**config.mk**
```make
export PLATFORM = sky130hd
export DESIGN_NAME = alu_seq
export DESIGN_NICKNAME = d
export VERILOG_FILES = /design/src/rtl/alu_seq_pkg.sv /design/src/rtl/alu_core.sv /design/src/rtl/alu_seq.sv
export SDC_FILE = /design/constraint.sdc
export NUM_CORES = 1
export LEC_CHECK = 0
export BUFFER_PORTS_ARGS = -buffer_cell sky130_fd_sc_hd__buf_2
export CAP_MARGIN = 20
export CORE_UTILIZATION = 54
export DETAILED_ROUTE_END_ITERATION = 6
export MAX_ROUTING_LAYER = met4
export PLACE_DENSITY = 0.74
export SYNTH_ARGS = -nofsm -noshare
export SYNTH_HDL_FRONTEND = slang
export SYNTH_SLANG_ARGS = --single-unit
```
**constraint.sdc**
```tcl
create_clock -name clk_i -period 3.4 [get_ports clk_i]
set_clock_uncertainty 0.15 [all_clocks]
set_input_delay 0.17 -clock clk_i [delete_from_list [all_inputs] [get_ports clk_i]]
set_output_delay 0.17 -clock clk_i [all_outputs]
set_load 0.02 [all_outputs]
```
**src/rtl/alu_seq_pkg.sv**
```systemverilog
// Shared definitions for the sequential ALU: operation codes, the flag
// register layout and a small opcode classification helper.
package alu_seq_pkg;

  typedef enum logic [3:0] {
    OP_ADD  = 4'd0,
    OP_ADDC = 4'd1,
    OP_SUB  = 4'd2,
    OP_SUBC = 4'd3,
    OP_AND  = 4'd4,
    OP_OR   = 4'd5,
    OP_NEG  = 4'd6,
    OP_CMP  = 4'd7,
    OP_LSL  = 4'd8,
    OP_LSLC = 4'd9,
    OP_LSR  = 4'd10,
    OP_LSRC = 4'd11,
    OP_ASR  = 4'd12,
    OP_NOP  = 4'd13
  } op_code;

  typedef struct packed {
    logic c;
    logic n;
    logic z;
  } flags_t;

  function automatic logic is_shift(input op_code op);
    return (op == OP_LSL) || (op == OP_LSLC) || (op == OP_LSR) ||
           (op == OP_LSRC) || (op == OP_ASR);
  endfunction

endpackage

```
**src/rtl/alu_core.sv**
```systemverilog
// Single-cycle combinational ALU datapath; also produces the zero-distance
// shift result (res = rs, C cleared) so the sequencer needs no special case.
module alu_core
  import alu_seq_pkg::*;
#(
  parameter int WIDTH = 8
) (
  input  op_code           op,
  input  logic [WIDTH-1:0] rs,
  input  logic [WIDTH-1:0] rt,
  input  logic             c_in,
  output logic [WIDTH-1:0] res,
  output flags_t           flags,
  output logic             res_we,
  output logic             flags_we
);

  // One extra bit on top holds carry or borrow for every arithmetic op.
  logic [WIDTH:0] sum;
  logic [WIDTH:0] c_ext;

  assign c_ext = {{WIDTH{1'b0}}, c_in};

  always_comb begin
    sum      = '0;
    res_we   = 1'b0;
    flags_we = 1'b0;
    case (op)
      OP_ADD: begin
        sum = {1'b0, rs} + {1'b0, rt};
        res_we = 1'b1; flags_we = 1'b1;
      end
      OP_ADDC: begin
        sum = {1'b0, rs} + {1'b0, rt} + c_ext;
        res_we = 1'b1; flags_we = 1'b1;
      end
      OP_SUB: begin
        sum = {1'b0, rs} - {1'b0, rt};
        res_we = 1'b1; flags_we = 1'b1;
      end
      OP_SUBC: begin
        sum = {1'b0, rs} - {1'b0, rt} - c_ext;
        res_we = 1'b1; flags_we = 1'b1;
      end
      OP_CMP: begin
        sum = {1'b0, rs} - {1'b0, rt};
        flags_we = 1'b1;
      end
      OP_AND: begin
        sum = {1'b0, rs & rt};
        res_we = 1'b1; flags_we = 1'b1;
      end
      OP_OR: begin
        sum = {1'b0, rs | rt};
        res_we = 1'b1; flags_we = 1'b1;
      end
      OP_NEG: begin
        // Top bit is the borrow of 0 - rt, i.e. set exactly when rt != 0.
        sum = {(WIDTH+1){1'b0}} - {1'b0, rt};
        res_we = 1'b1; flags_we = 1'b1;
      end
      OP_LSL, OP_LSLC, OP_LSR, OP_LSRC, OP_ASR: begin
        sum = {1'b0, rs};
        res_we = 1'b1; flags_we = 1'b1;
      end
      default: begin
        sum = '0;
      end
    endcase
  end

  assign res     = sum[WIDTH-1:0];
  assign flags.c = sum[WIDTH];
  assign flags.n = sum[WIDTH-1];
  assign flags.z = (sum[WIDTH-1:0] == '0);

endmodule

```
**src/rtl/alu_seq.sv**
```systemverilog
// Sequential ALU: single-cycle ops via alu_core, multi-cycle bit-serial
// shifts via an IDLE/SHIFT FSM, with a registered result and C/N/Z flags.
module alu_seq
  import alu_seq_pkg::*;
#(
  parameter int WIDTH = 8,
  parameter int CNT_W = $clog2(WIDTH) + 1
) (
  input  logic             clk_i,
  input  logic             rst_ni,
  input  logic             valid_i,
  input  op_code           op_i,
  input  logic [WIDTH-1:0] rs_i,
  input  logic [WIDTH-1:0] rt_i,
  input  logic             flush_i,
  output logic             ready_o,
  output logic             done_o,
  output logic [WIDTH-1:0] result_o,
  output logic             carry_o,
  output logic             neg_o,
  output logic             zero_o
);

  localparam logic [0:0] IDLE  = 1'b0;
  localparam logic [0:0] SHIFT = 1'b1;

  localparam logic [WIDTH-1:0] WIDTH_V = WIDTH'(WIDTH);
  localparam logic [CNT_W-1:0] CNT_MAX = CNT_W'(WIDTH);
  localparam logic [CNT_W-1:0] CNT_ONE = CNT_W'(1);

  logic [0:0]       state_reg;
  logic [CNT_W-1:0] cnt_reg;
  logic [WIDTH-1:0] sh_reg;
  op_code           sh_op_reg;
  logic             fill_reg;
  logic [WIDTH-1:0] result_reg;
  flags_t           flags_reg;
  logic             done_reg;

  logic [WIDTH-1:0] core_res;
  flags_t           core_flags;
  logic             core_res_we;
  logic             core_flags_we;

  logic [CNT_W-1:0] shamt;
  logic [WIDTH-1:0] step_val;
  logic             step_out;
  logic             accept;

  alu_core #(.WIDTH(WIDTH)) u_core (
    .op       (op_i),
    .rs       (rs_i),
    .rt       (rt_i),
    .c_in     (flags_reg.c),
    .res      (core_res),
    .flags    (core_flags),
    .res_we   (core_res_we),
    .flags_we (core_flags_we)
  );

  assign accept = valid_i && (state_reg == IDLE);
  assign shamt  = (rt_i >= WIDTH_V) ? CNT_MAX : rt_i[CNT_W-1:0];

  // One shift step; ASR replicates the live MSB, the others use the latched fill.
  always_comb begin
    step_val = sh_reg;
    step_out = 1'b0;
    case (sh_op_reg)
      OP_LSL, OP_LSLC: begin
        step_out = sh_reg[WIDTH-1];
        step_val = {sh_reg[WIDTH-2:0], fill_reg};
      end
      OP_ASR: begin
        step_out = sh_reg[0];
        step_val = {sh_reg[WIDTH-1], sh_reg[WIDTH-1:1]};
      end
      default: begin
        step_out = sh_reg[0];
        step_val = {fill_reg, sh_reg[WIDTH-1:1]};
      end
    endcase
  end

  always_ff @(posedge clk_i or negedge rst_ni) begin
    if (!rst_ni) begin
      state_reg  <= IDLE;
      cnt_reg    <= '0;
      sh_reg     <= '0;
      sh_op_reg  <= OP_ADD;
      fill_reg   <= 1'b0;
      result_reg <= '0;
      flags_reg  <= '0;
      done_reg   <= 1'b0;
    end else begin
      done_reg <= 1'b0;
      case (state_reg)
        IDLE: begin
          if (accept) begin
            if (is_shift(op_i) && (shamt != '0)) begin
              state_reg <= SHIFT;
              cnt_reg   <= shamt;
              sh_reg    <= rs_i;
              sh_op_reg <= op_i;
              fill_reg  <= ((op_i == OP_LSLC) || (op_i == OP_LSRC)) && flags_reg.c;
            end else begin
              done_reg <= 1'b1;
              if (core_res_we)   result_reg <= core_res;
              if (core_flags_we) flags_reg  <= core_flags;
            end
          end
        end
        SHIFT: begin
          // Flush wins over the final step: nothing becomes visible.
          if (flush_i) begin
            state_reg <= IDLE;
          end else begin
            sh_reg  <= step_val;
            cnt_reg <= cnt_reg - CNT_ONE;
            if (cnt_reg == CNT_ONE) begin
              state_reg   <= IDLE;
              done_reg    <= 1'b1;
              result_reg  <= step_val;
              flags_reg.c <= step_out;
              flags_reg.n <= step_val[WIDTH-1];
              flags_reg.z <= (step_val == '0);
            end
          end
        end
        default: state_reg <= IDLE;
      endcase
    end
  end

  assign ready_o  = (state_reg == IDLE);
  assign done_o   = done_reg;
  assign result_o = result_reg;
  assign carry_o  = flags_reg.c;
  assign neg_o    = flags_reg.n;
  assign zero_o   = flags_reg.z;

endmodule
```
==> metrics.cfg, run 1 <==
[outcome]
status=complete, no violations

[cts]
cts_resized=0
cts_root_buffer=clkbuf_8
cts_setup_buffers=0
clk_pin_slew_ns=0.07
cts_made_buffers=5
cts_max_level=2
cts_tree=yes
cts.sinks=30
clk_latency_ns=0.29
clk_path_buf_depth=2

[place]
portBuffers=36
hpwl_um=8035
place.gp.congestion=0.9364

[critical_path]
required_ns=3.43
start_kind=primary input
crit_arrival_ns=3.08
regToRegSetupSlack_ns=0.56
critPathMaxFanout=4
rr_worst_depth=9
path_class=in2reg
worstSetupEndpointType=flip-flop
r2r_start=carry_o
rr_endpoint=result_o[7]

[sta]
min_period_ns=3.053
fmax_ghz=0.3275
worst_pin_slew_ns=1.030
maxSlewViolCount=0
report.final.hold_viol_count=0
finalCritPeriodShare_pct=89.81
relSlewSlack_pct=30.68
finalSetupTns_ns=0
rsz0062_at_grt=no
setup_viol=0

[synthesis]
yosysTopAreaCellShare_pct=21.52
yosys_warnings=0
synth_most_common_cell=inv_1
ys_top_cells_by_count=inv_1 (33), a21oi_1 (31), ha_1 (31), nor2_1 (31), dfrtp_1 (30)
synth_cell_types=66
synth_area_leaders=dfrtp_1 (22%), ha_1 (11%), a21oi_1 (4.4%)
async_flop_share_pct=100.0
synthCells=429
synth_seq_area_share_pct=21.52
ys.flop_type=dfrtp_1
mappedNetlistArea_um2=3488
syn_area_per_cell_um2=8.131
synth_edf_count=0
syn-num-nets=486
ys_ff_latch=30
yosysTopAreaCell=dfrtp_1

[drt]
vias_per_cell=6.399
wl_um=10200
drtAntennaViolNets=0
vias=3513
drc=0
drt_iter0_markers=285
firstDrtPassIters=5
routedWlPerCell_um=18.58

[grt]
grt_pass1_wl_um=15830
antenna_found_initial=0
top_usage_layer=met2
use_met2_pct=51.32
use_met1_pct=44.05
grt_start_max_net_pins=31
met3_usage_pct=5.934
overflow=0
grt_usage_pct=32.71
grt_pass1_vias=3091

[floorplan]
die_w_um=82.38
start_util_pct=57.56
io_pins=37
dieArea_um2=6786
core_area_um2=6061
die_h_um=82.38
row_count=28

[layout]
utilization_pct=64.99
finish.net_count=530
antenna_cells=0
area_growth_pct=12.91
n_fill_cell=547
drive_above_1_share_pct=17.51

[min_path]
holdCritPathClass=in2reg
hold_start=valid_i
hold_end=done_o
whs_path_depth=3

[run]
max_cap_violations=0

[power_and_ir_drop]
ir_worst_vdd_v=0.0004186
powerDensity_nw_per_um2=477.7
p_leak_nw=1.703

per-layer routing:
layer / share of wire (%) / vias up
met3: 7.3 / 19
met4: 1.5 / 0
met1: 45 / 1642
li1: - / 1679
met2: 46 / 173
met5: 0 / -
metrics by stage:
stage               worst slack (ns)  instances  area, um2  power [mW]  hold WS (ns)
finish                        0.3465        549       3939       1.882       0.04959
global placement              0.1431        539       3809       1.486       0.08556
CTS                           0.3810        549       3939       1.872       0.03370
floorplan                     0.5001        429       3488       1.220       -0.2756
global route                  0.1432        549       3939       2.013       0.04311
detailed placement           0.09931        539       3809       1.507       0.09320
cell families (layout without fill, tap and decap cells):
kind of cell,after synthesis,after routing,share of synthesized area [%]
flip-flops,30,30,21.52
adder cells (fa/ha/maj),33,33,12.27
XOR/XNOR,27,27,7.174
buffers and inverters,52,97,5.990
AND/OR/NAND/NOR,140,140,21.77
multiplexers,18,18,5.452
AO/OA/AOI/OAI,129,129,25.83
area by class of cell:
cell class / instances / area, um2 / share of cell area [%]
tap: 75 / 93.84 / 2.382
multi-input combinational: 347 / 2529 / 64.20
inverter: 34 / 127.6 / 3.240
clock buffer: 6 / 72.57 / 1.842
clock inverter: 2 / 37.54 / 0.9530
sequential: 30 / 750.7 / 19.06
timing repair buffer: 55 / 327.8 / 8.323
where the power goes:
group	internal, mW	switching [mW]
Clock	0.218	0.142
Sequential	0.481	0.0901
Combinational	0.388	0.562
placed cells by master, fill, tap and decap left out, drive strengths merged, types with 4 or more instances in the layout:
cell type  instances
buf               53
inv               34
nor2              32
a21oi             31
ha                31
dfrtp             30
nand2             29
o21ai             22
xnor2             17
nor3              12
nand3             11
o211ai            11
mux2i             10
xor2               9
nand4              8
a221oi             8
mux2               8
o21a               8
nor3b              7
o31ai              6
and3               6
clkbuf             6
and2               5
nand2b             5
o221ai             5
a31oi              4
nor2b              4
timing repair:
| item | in CTS | in global routing |
|---|---|---|
| hold buffers | 2 | 0 |
| endpoints found under the hold margin | 31 | 0 |
| setup endpoints to repair | 0 | 0 |
worst max-delay path, cell delays in order:
cell and delay, ns:
buf_2 0.12, inv_1 0.06, ha_1 0.23, fa_1 0.42
or3_1 0.42, a311oi_1 0.31, o211ai_1 0.19, nor3_1 0.22
xnor2_1 0.09, a221oi_1 0.41, a21oi_1 0.15, mux2_2 0.28
how the worst max path moves through the flow:
stage | to | cells after the start | from | slack [ns]
after global placement | neg_o | 12 | rs_i[0] | 0.14
after global routing | neg_o | 12 | rs_i[0] | 0.14
after CTS | result_o[7] | 12 | rs_i[0] | 0.38
after detailed placement | result_o[7] | 12 | rs_i[0] | 0.1
after floorplan | neg_o | 11 | rs_i[0] | 0.50
final | result_o[7] | 12 | rs_i[0] | 0.35
No activity file was read; power rests on OpenSTA's default activity.
==> inputs of run 2 (changes only) <==
--- a/config.mk
+++ b/config.mk
@@ -13,4 +13,5 @@
 export PLACE_DENSITY = 0.74
 export SYNTH_ARGS = -nofsm -noshare
 export SYNTH_HDL_FRONTEND = slang
+export SYNTH_HIERARCHICAL = 1
 export SYNTH_SLANG_ARGS = --single-unit
==> run 2 against run 1 <==
The run now ends with DRC left; routed wire length is 2.7% higher; critical path depth grew 1; non-clock buffer count shrank 4; worst setup slack got worse by 0.066 ns; register-to-register slack worse by 0.12 ns.
==> metrics.cfg, run 2 <==
[synthesis]
syn-num-nets=508  ; was 486
synth_cell_types=74  ; was 66
synth_seq_area_share_pct=20.78  ; was 21.52%
synth_area_leaders=dfrtp_1 (21%), ha_1 (11%), nand2_1 (5.0%)  ; was dfrtp_1 (22%), ha_1 (11%), a21oi_1 (4.4%)
async_flop_share_pct=100.0  ; unchanged
ys.flop_type=dfrtp_1  ; unchanged
yosys_warnings=6  ; was 0
mappedNetlistArea_um2=3613  ; was 3488 um2
synth_edf_count=0  ; unchanged
yosysTopAreaCellShare_pct=20.78  ; was 21.52%
yosysTopAreaCell=dfrtp_1  ; unchanged
syn_area_per_cell_um2=8.012  ; was 8.131 um2
synth_most_common_cell=nand2_1  ; was inv_1
synthCells=451  ; was 429
ys_top_cells_by_count=nand2_1 (48), nor2_1 (35), ha_1 (31), dfrtp_1 (30), inv_1 (29)  ; was inv_1 (33), a21oi_1 (31), ha_1 (31), nor2_1 (31), dfrtp_1 (30)
ys_ff_latch=30  ; unchanged

[sta]
report.final.hold_viol_count=0  ; unchanged
maxSlewViolCount=0  ; unchanged
finalCritPeriodShare_pct=91.76  ; was 89.81%
relSlewSlack_pct=25.62  ; was 30.68%
worst_pin_slew_ns=1.100  ; was 1.030 ns
rsz0062_at_grt=no  ; unchanged
setup_viol=0  ; unchanged
finalSetupTns_ns=0  ; unchanged
min_period_ns=3.120  ; was 3.053 ns
fmax_ghz=0.3205  ; was 0.3275 GHz

[place]
place.gp.congestion=0.9937  ; was 0.9364
dp.cells=556  ; was 539
portBuffers=36  ; unchanged
hpwl_um=8214  ; was 8035 um

[power_and_ir_drop]
pwr-share-seq_pct=33.4  ; was 30.3%
p_leak_nw=1.782  ; was 1.703 nW
ir_worst_vdd_v=0.0002735  ; was 0.0004186 V
p_int_uw=989.5  ; was 1.088 mW
p_sw_share_pct=44.15  ; was 42.20%
combPwrFrac_pct=49.8  ; was 50.5%
p_clk_share_pct=16.8  ; was 19.1%
p_sw_uw=782.3  ; was 794.1 uW
powerDensity_nw_per_um2=446.8  ; was 477.7 nW/um2

[drt]
wl_um=10480  ; was 10,200 um
routedWlPerCell_um=18.55  ; was 18.58 um
vias=3647  ; was 3,513
vias_per_cell=6.455  ; was 6.399
drt_iter0_markers=386  ; was 285
met2_length_um=4586  ; was 4709 um
drc=9  ; was 0
wirelength_met1_um=4979  ; was 4588 um
wl_met3_um=754  ; was 747 um
drtAntennaViolNets=0  ; unchanged
firstDrtPassIters=6  ; was 5
routed.top_layer=met4  ; unchanged

[critical_path]
worstPathCellList=buf_2, inv_1, ha_1, fa_1, nor3_1, o31ai_1, and2_1, a211o_1, a211o_1, or3b_1, nor4_2, a21oi_1, a21oi_1  ; was buf_2, inv_1, ha_1, fa_1, or3_1, a311oi_1, o211ai_1, nor3_1, xnor2_1, a221oi_1, a21oi_1, mux2_2
crit_arrival_ns=3.18  ; was 3.08 ns
worstSetupEndpointType=flip-flop  ; unchanged
critical_path.max_stage_delay_ns=0.45  ; was 0.42 ns
path_class=in2reg  ; unchanged
start_kind=primary input  ; unchanged
cp_slowest_cell=fa_1  ; unchanged
required_ns=3.46  ; was 3.43 ns
critPathMaxFanout=4  ; unchanged

[grt]
grt_usage_pct=31.42  ; was 32.71%
grt_start_max_net_pins=31  ; unchanged
grt_pass1_vias=3312  ; was 3,091
overflow=0  ; unchanged
grt_pass1_wl_um=16930  ; was 15,830 um
antenna_found_initial=0  ; unchanged

[floorplan]
start_util_pct=56.26  ; was 57.56%
die_h_um=83.80  ; was 82.38 um
io_pins=37  ; unchanged
core_area_um2=6422  ; was 6061 um2
die_w_um=83.80  ; was 82.38 um
row_count=29  ; was 28
dieArea_um2=7022  ; was 6786 um2

[cts]
cts_tree=yes  ; unchanged
cts_root_buffer=clkbuf_8  ; unchanged
cts_setup_buffers=0  ; unchanged
cts_max_level=2  ; unchanged
clk_latency_ns=0.28  ; was 0.29 ns
clk_path_buf_depth=2  ; unchanged
cts.sinks=30  ; unchanged
cts_made_buffers=5  ; unchanged
clk_pin_slew_ns=0.07  ; about the same

[layout]
area_growth_pct=9.730  ; was 12.91%
n_fill_cell=605  ; was 547
final_cells=565  ; was 549
final_cell_mix=nand2_1 (48), buf_2 (36), nor2_1 (35)  ; was buf_2 (36), inv_1 (33), nor2_1 (31), a21oi_1 (31), ha_1 (31)
layout_commonest_cell=nand2_1  ; was buf_2
multi_input_area_um2=2615  ; was 2529 um2
finish.net_count=544  ; was 530
antenna_cells=0  ; unchanged
seqCellArea_um2=750.7  ; unchanged
drive_above_1_share_pct=15.98  ; was 17.51%

[outcome]
violations=DRC
status=finished with violations  ; was complete, no violations

[run]
max_cap_violations=0  ; unchanged

[min_path]
holdCritPathClass=in2reg  ; unchanged

## run 2: what timing repair did
action | in CTS | in global routing
endpoints found under the hold margin | 30 | 0
gates resized for setup | 0 | 0
hold buffers | 1 | 0
## run 2: path summary, 6_finish.rpt
kind,from,to,slack (ns),depth (start not counted)
setup / recovery,rs_i[0],zero_o,0.28,13
hold / removal,valid_i,done_o,0.05,3
setup reg to reg,carry_o,zero_o,0.44,10
hold reg to reg,result_o[5],result_o[5],0.33,2
max in group asynchronous,rst_ni,result_o[7],2.32,2
min in group asynchronous,rst_ni,cnt_reg[1],0.32,2
## run 2: cell type report
class | instances | share of cell area (%)
Clock inverter | 1 | 0.1262
Inverter | 31 | 2.935
Sequential cell | 30 | 18.93
Timing Repair Buffer | 51 | 7.447
Clock buffer | 7 | 2.177
Multi-Input combinational cell | 368 | 65.95
Tap cell | 77 | 2.430
## run 2: metal layers
metal  global-route usage, %  vias to the layer above
met5                       -                        -
met4                   6.583                        0
met3                   4.649                       14
met2                   47.32                      160
met1                   44.77                     1738
li1                        -                     1735
## run 2: cells by family (layout without fill, tap and decap cells)
| logic type | Yosys count | in the layout | share of synthesized area [%] |
|---|---|---|---|
| muxes | 7 | 7 | 2.043 |
| and+or+nand+nor | 181 | 181 | 26.59 |
| buffers and inverters | 53 | 90 | 6.855 |
| AOI/OAI and AO/OA | 123 | 123 | 26.04 |
| xor gates and xnor gates | 23 | 23 | 5.575 |
| adders and majority gates | 34 | 34 | 12.12 |
| DFF | 30 | 30 | 20.78 |
## run 2: power by group through the flow
stage | registers (mW) | clock network (mW) | logic (mW)
2_1_floorplan | 0.639 | 0 | 0.564
3_3_place_gp | 0.591 | 0 | 0.853
3_5_place_dp | 0.596 | 0 | 0.870
4_1_cts | 0.590 | 0.302 | 0.874
5_1_grt | 0.612 | 0.322 | 0.974
6_report | 0.591 | 0.298 | 0.882
## run 2: worst max-delay path: cells and delay by family
| kind | cells | cell delay (ns) |
|---|---|---|
| and+or+nand+nor | 4 | 1.15 |
| AOI/OAI and AO/OA | 5 | 0.98 |
| adders and majority gates | 2 | 0.68 |
| buffers and inverters | 2 | 0.19 |
## run 2: through the flow
| stage | util (%) | worst slack [ns] | hold slack [ns] | cell area (um2) | total power, mW |
|---|---|---|---|---|---|
| 2_1_floorplan | - | 0.4786 | -0.2756 | 3613 | 1.203 |
| 3_3_place_gp | 60.16 | 0.09135 | 0.09208 | 3864 | 1.444 |
| 3_5_place_dp | 60.16 | 0.02834 | 0.1003 | 3864 | 1.466 |
| 4_1_cts | 61.74 | 0.3063 | 0.04870 | 3965 | 1.766 |
| 5_1_grt | 61.74 | 0.07120 | 0.06245 | 3965 | 1.908 |
| 6_report | 61.74 | 0.2801 | 0.04592 | 3965 | 1.772 |
==> inputs of run 3 (changes only) <==
--- a/config.mk
+++ b/config.mk
@@ -9,6 +9,7 @@
 export CAP_MARGIN = 20
 export CORE_UTILIZATION = 54
 export DETAILED_ROUTE_END_ITERATION = 6
+export GPL_TIMING_DRIVEN = 0
 export MAX_ROUTING_LAYER = met4
 export PLACE_DENSITY = 0.74
 export SYNTH_ARGS = -nofsm -noshare
==> constraint.sdc (replaced) <==
create_clock -name clk_i -period 3.4 [get_ports clk_i]
set_clock_uncertainty 0.15 [all_clocks]
set_input_delay 0.17 -clock clk_i [delete_from_list [all_inputs] [get_ports clk_i]]
set_output_delay 0.17 -clock clk_i [all_outputs]
set_load 0.005 [all_outputs]
==> run 3 against run 2 <==
The flow still finishes with violations (DRC); sequential cell count did not move; routed wire length rose by 2.3%; hold slack got worse by 0.015 ns; via count rose by 1.6%; critical path depth did not move; die area did not move; maximum frequency fell by 3.4%; power fell by 4.7%; final cell count rose by 1.6%; utilization rose by 0.76 points; worst setup slack got worse by 0.11 ns; global-route usage rose by 1.3 points; critical path type unchanged; highest routed layer unchanged.
==> metrics.cfg, run 3 (synthesis results as in run 2) <==
[critical_path]
worstSetupEndpointType=flip-flop  ; unchanged
cp_slowest_cell=fa_1  ; unchanged
start_kind=primary input  ; unchanged
regToRegSetupSlack_ns=0.40  ; was 0.44 ns
rr_worst_depth=11  ; was 10
critPathMaxFanout=4  ; unchanged
critPathTopFamily=simple AND/OR/NAND/NOR gates  ; unchanged
r2r_start=carry_o  ; unchanged
required_ns=3.45  ; was 3.46 ns
crit_arrival_ns=3.28  ; was 3.18 ns
worstPathCellList=buf_2, inv_1, ha_1, fa_1, nor3_1, o31ai_1, and2_1, a211o_1, a211o_1, or3b_1, nor4_2, a21oi_1, a21oi_1  ; unchanged
rr_endpoint=zero_o  ; unchanged
critical_path.max_stage_delay_ns=0.44  ; was 0.45 ns
path_class=in2reg  ; unchanged
path_buf_inv=2  ; unchanged

[grt]
met3_usage_pct=5.045  ; was 4.649%
antenna_found_initial=0  ; unchanged
use_met1_pct=45.30  ; was 44.77%
top_usage_layer=met2  ; unchanged
overflow=0  ; unchanged
grt_pass1_wl_um=17550  ; was 16,930 um
grt_start_max_net_pins=31  ; unchanged
use_met2_pct=50.00  ; was 47.32%
grt_pass1_vias=3446  ; was 3,312
grt_usage_pct=32.73  ; was 31.42%

[min_path]
whs_path_depth=3  ; unchanged
hold_start=valid_i  ; unchanged
hold_end=done_o  ; unchanged
holdCritPathClass=in2reg  ; unchanged

[layout]
antenna_cells=0  ; unchanged
n_fill_cell=595  ; was 605
final_cell_mix=nand2_1 (48), buf_2 (44), nor2_1 (35)  ; was nand2_1 (48), buf_2 (36), nor2_1 (35)
finish.net_count=554  ; was 544
area_growth_pct=11.08  ; was 9.730%
drive_above_1_share_pct=16.50  ; was 15.98%
utilization_pct=62.50  ; was 61.74%
layout_commonest_cell=nand2_1  ; unchanged

[place]
hpwl_um=8596  ; was 8214 um
portBuffers=36  ; unchanged
place.gp.congestion=0.9810  ; was 0.9937

[sta]
rsz0062_at_grt=no  ; unchanged
finalSetupTns_ns=0  ; unchanged
setup_viol=0  ; unchanged
relSlewSlack_pct=43.10  ; was 25.62%
report.final.hold_viol_count=0  ; unchanged
worst_pin_slew_ns=0.8417  ; was 1.100 ns
maxSlewViolCount=0  ; unchanged
min_period_ns=3.230  ; was 3.120 ns
finalCritPeriodShare_pct=95.01  ; was 91.76%
fmax_ghz=0.3096  ; was 0.3205 GHz

[outcome]
status=finished with violations  ; unchanged
violations=DRC  ; unchanged

[power_and_ir_drop]
p_leak_nw=1.794  ; was 1.782 nW
powerDensity_nw_per_um2=420.5  ; was 446.8 nW/um2
ir_worst_vdd_v=0.0003006  ; was 0.0002735 V

[cts]
cts_setup_buffers=0  ; unchanged
cts.sinks=30  ; unchanged
clk_latency_ns=0.28  ; about the same
cts_root_buffer=clkbuf_8  ; unchanged
clk_path_buf_depth=2  ; unchanged
cts_made_buffers=5  ; unchanged
clk_pin_slew_ns=0.06  ; was 0.07 ns
cts_max_level=2  ; unchanged
cts_tree=yes  ; unchanged

[floorplan]
dieArea_um2=7022  ; unchanged
io_pins=37  ; unchanged
die_h_um=83.80  ; unchanged
die_w_um=83.80  ; unchanged
core_area_um2=6422  ; unchanged
start_util_pct=56.26  ; unchanged
row_count=29  ; unchanged

[drt]
wl_um=10720  ; was 10,480 um
drtAntennaViolNets=0  ; unchanged
vias=3706  ; was 3,647
firstDrtPassIters=7  ; was 6
routedWlPerCell_um=18.68  ; was 18.55 um
drt_iter0_markers=349  ; was 386
drc=8  ; was 9
vias_per_cell=6.456  ; was 6.455

[run]
max_cap_violations=0  ; unchanged

## run 3: cell types whose count changed in the layout (fill, tap and decap cells not counted), sizes merged
cell	previous run	this run
buf	50	51
clkbuf	7	16
clkinv	2	1
## run 3: power by group
group	internal [mW]	leakage [nW]	total [mW]	switching [mW]
registers	0.480	0.370	0.585	0.105
logic	0.348	1.39	0.833	0.484
clock network	0.141	0.0383	0.270	0.130
## run 3: cell type report
| type | count | area, um2 | area share [%] |
|---|---|---|---|
| Clock buffer | 7 | 76.32 | 1.901 |
| Tap cell | 77 | 96.34 | 2.400 |
| Inverter | 31 | 116.4 | 2.899 |
| Buffer | 22 | 131.4 | 3.273 |
| Multi-Input combinational cell | 368 | 2643 | 65.84 |
| Timing Repair Buffer | 39 | 200.2 | 4.988 |
| Sequential cell | 30 | 750.7 | 18.70 |
## run 3: how the worst max path moves through the flow
stage | to | depth (start not counted) | start
3_3_place_gp | zero_o | 12 | rt_i[0]
4_1_cts | zero_o | 12 | rt_i[0]
6_report | zero_o | 13 | rs_i[0]
2_1_floorplan | zero_o | 12 | rs_i[0]
3_5_place_dp | zero_o | 12 | rt_i[0]
5_1_grt | zero_o | 13 | rs_i[0]
## run 3: stage by stage
step	hold WS [ns]	instance area, um2	total power [mW]	setup WS [ns]	instances
6_report	0.03079	4014	1.688	0.1696	574
5_1_grt	0.04942	4014	1.812	0.008006	574
4_1_cts	0.02013	3986	1.675	0.1229	574
3_5_place_dp	0.08722	3900	1.401	-0.1578	566
3_3_place_gp	0.08907	3890	1.374	-0.1549	564
2_1_floorplan	-0.2756	3613	1.133	0.4797	451
## run 3: per-layer routing
metal | share of wire, % | up-vias
met2 | 44 | 200
met4 | 1.7 | 0
li1 | - | 1752
met5 | 0 | -
met3 | 9.5 | 15
met1 | 45 | 1739
## run 3: repair_timing
item                       CTS  global route
setup endpoints to repair    0             3
hold buffers                 1             0
resized for setup            0             5
hold endpoints to repair    30             0
## run 3: worst min-delay path, stage by stage
cell	delay, ns
buf_2	0.10
nand3_1	0.07
o21ai_0	0.08
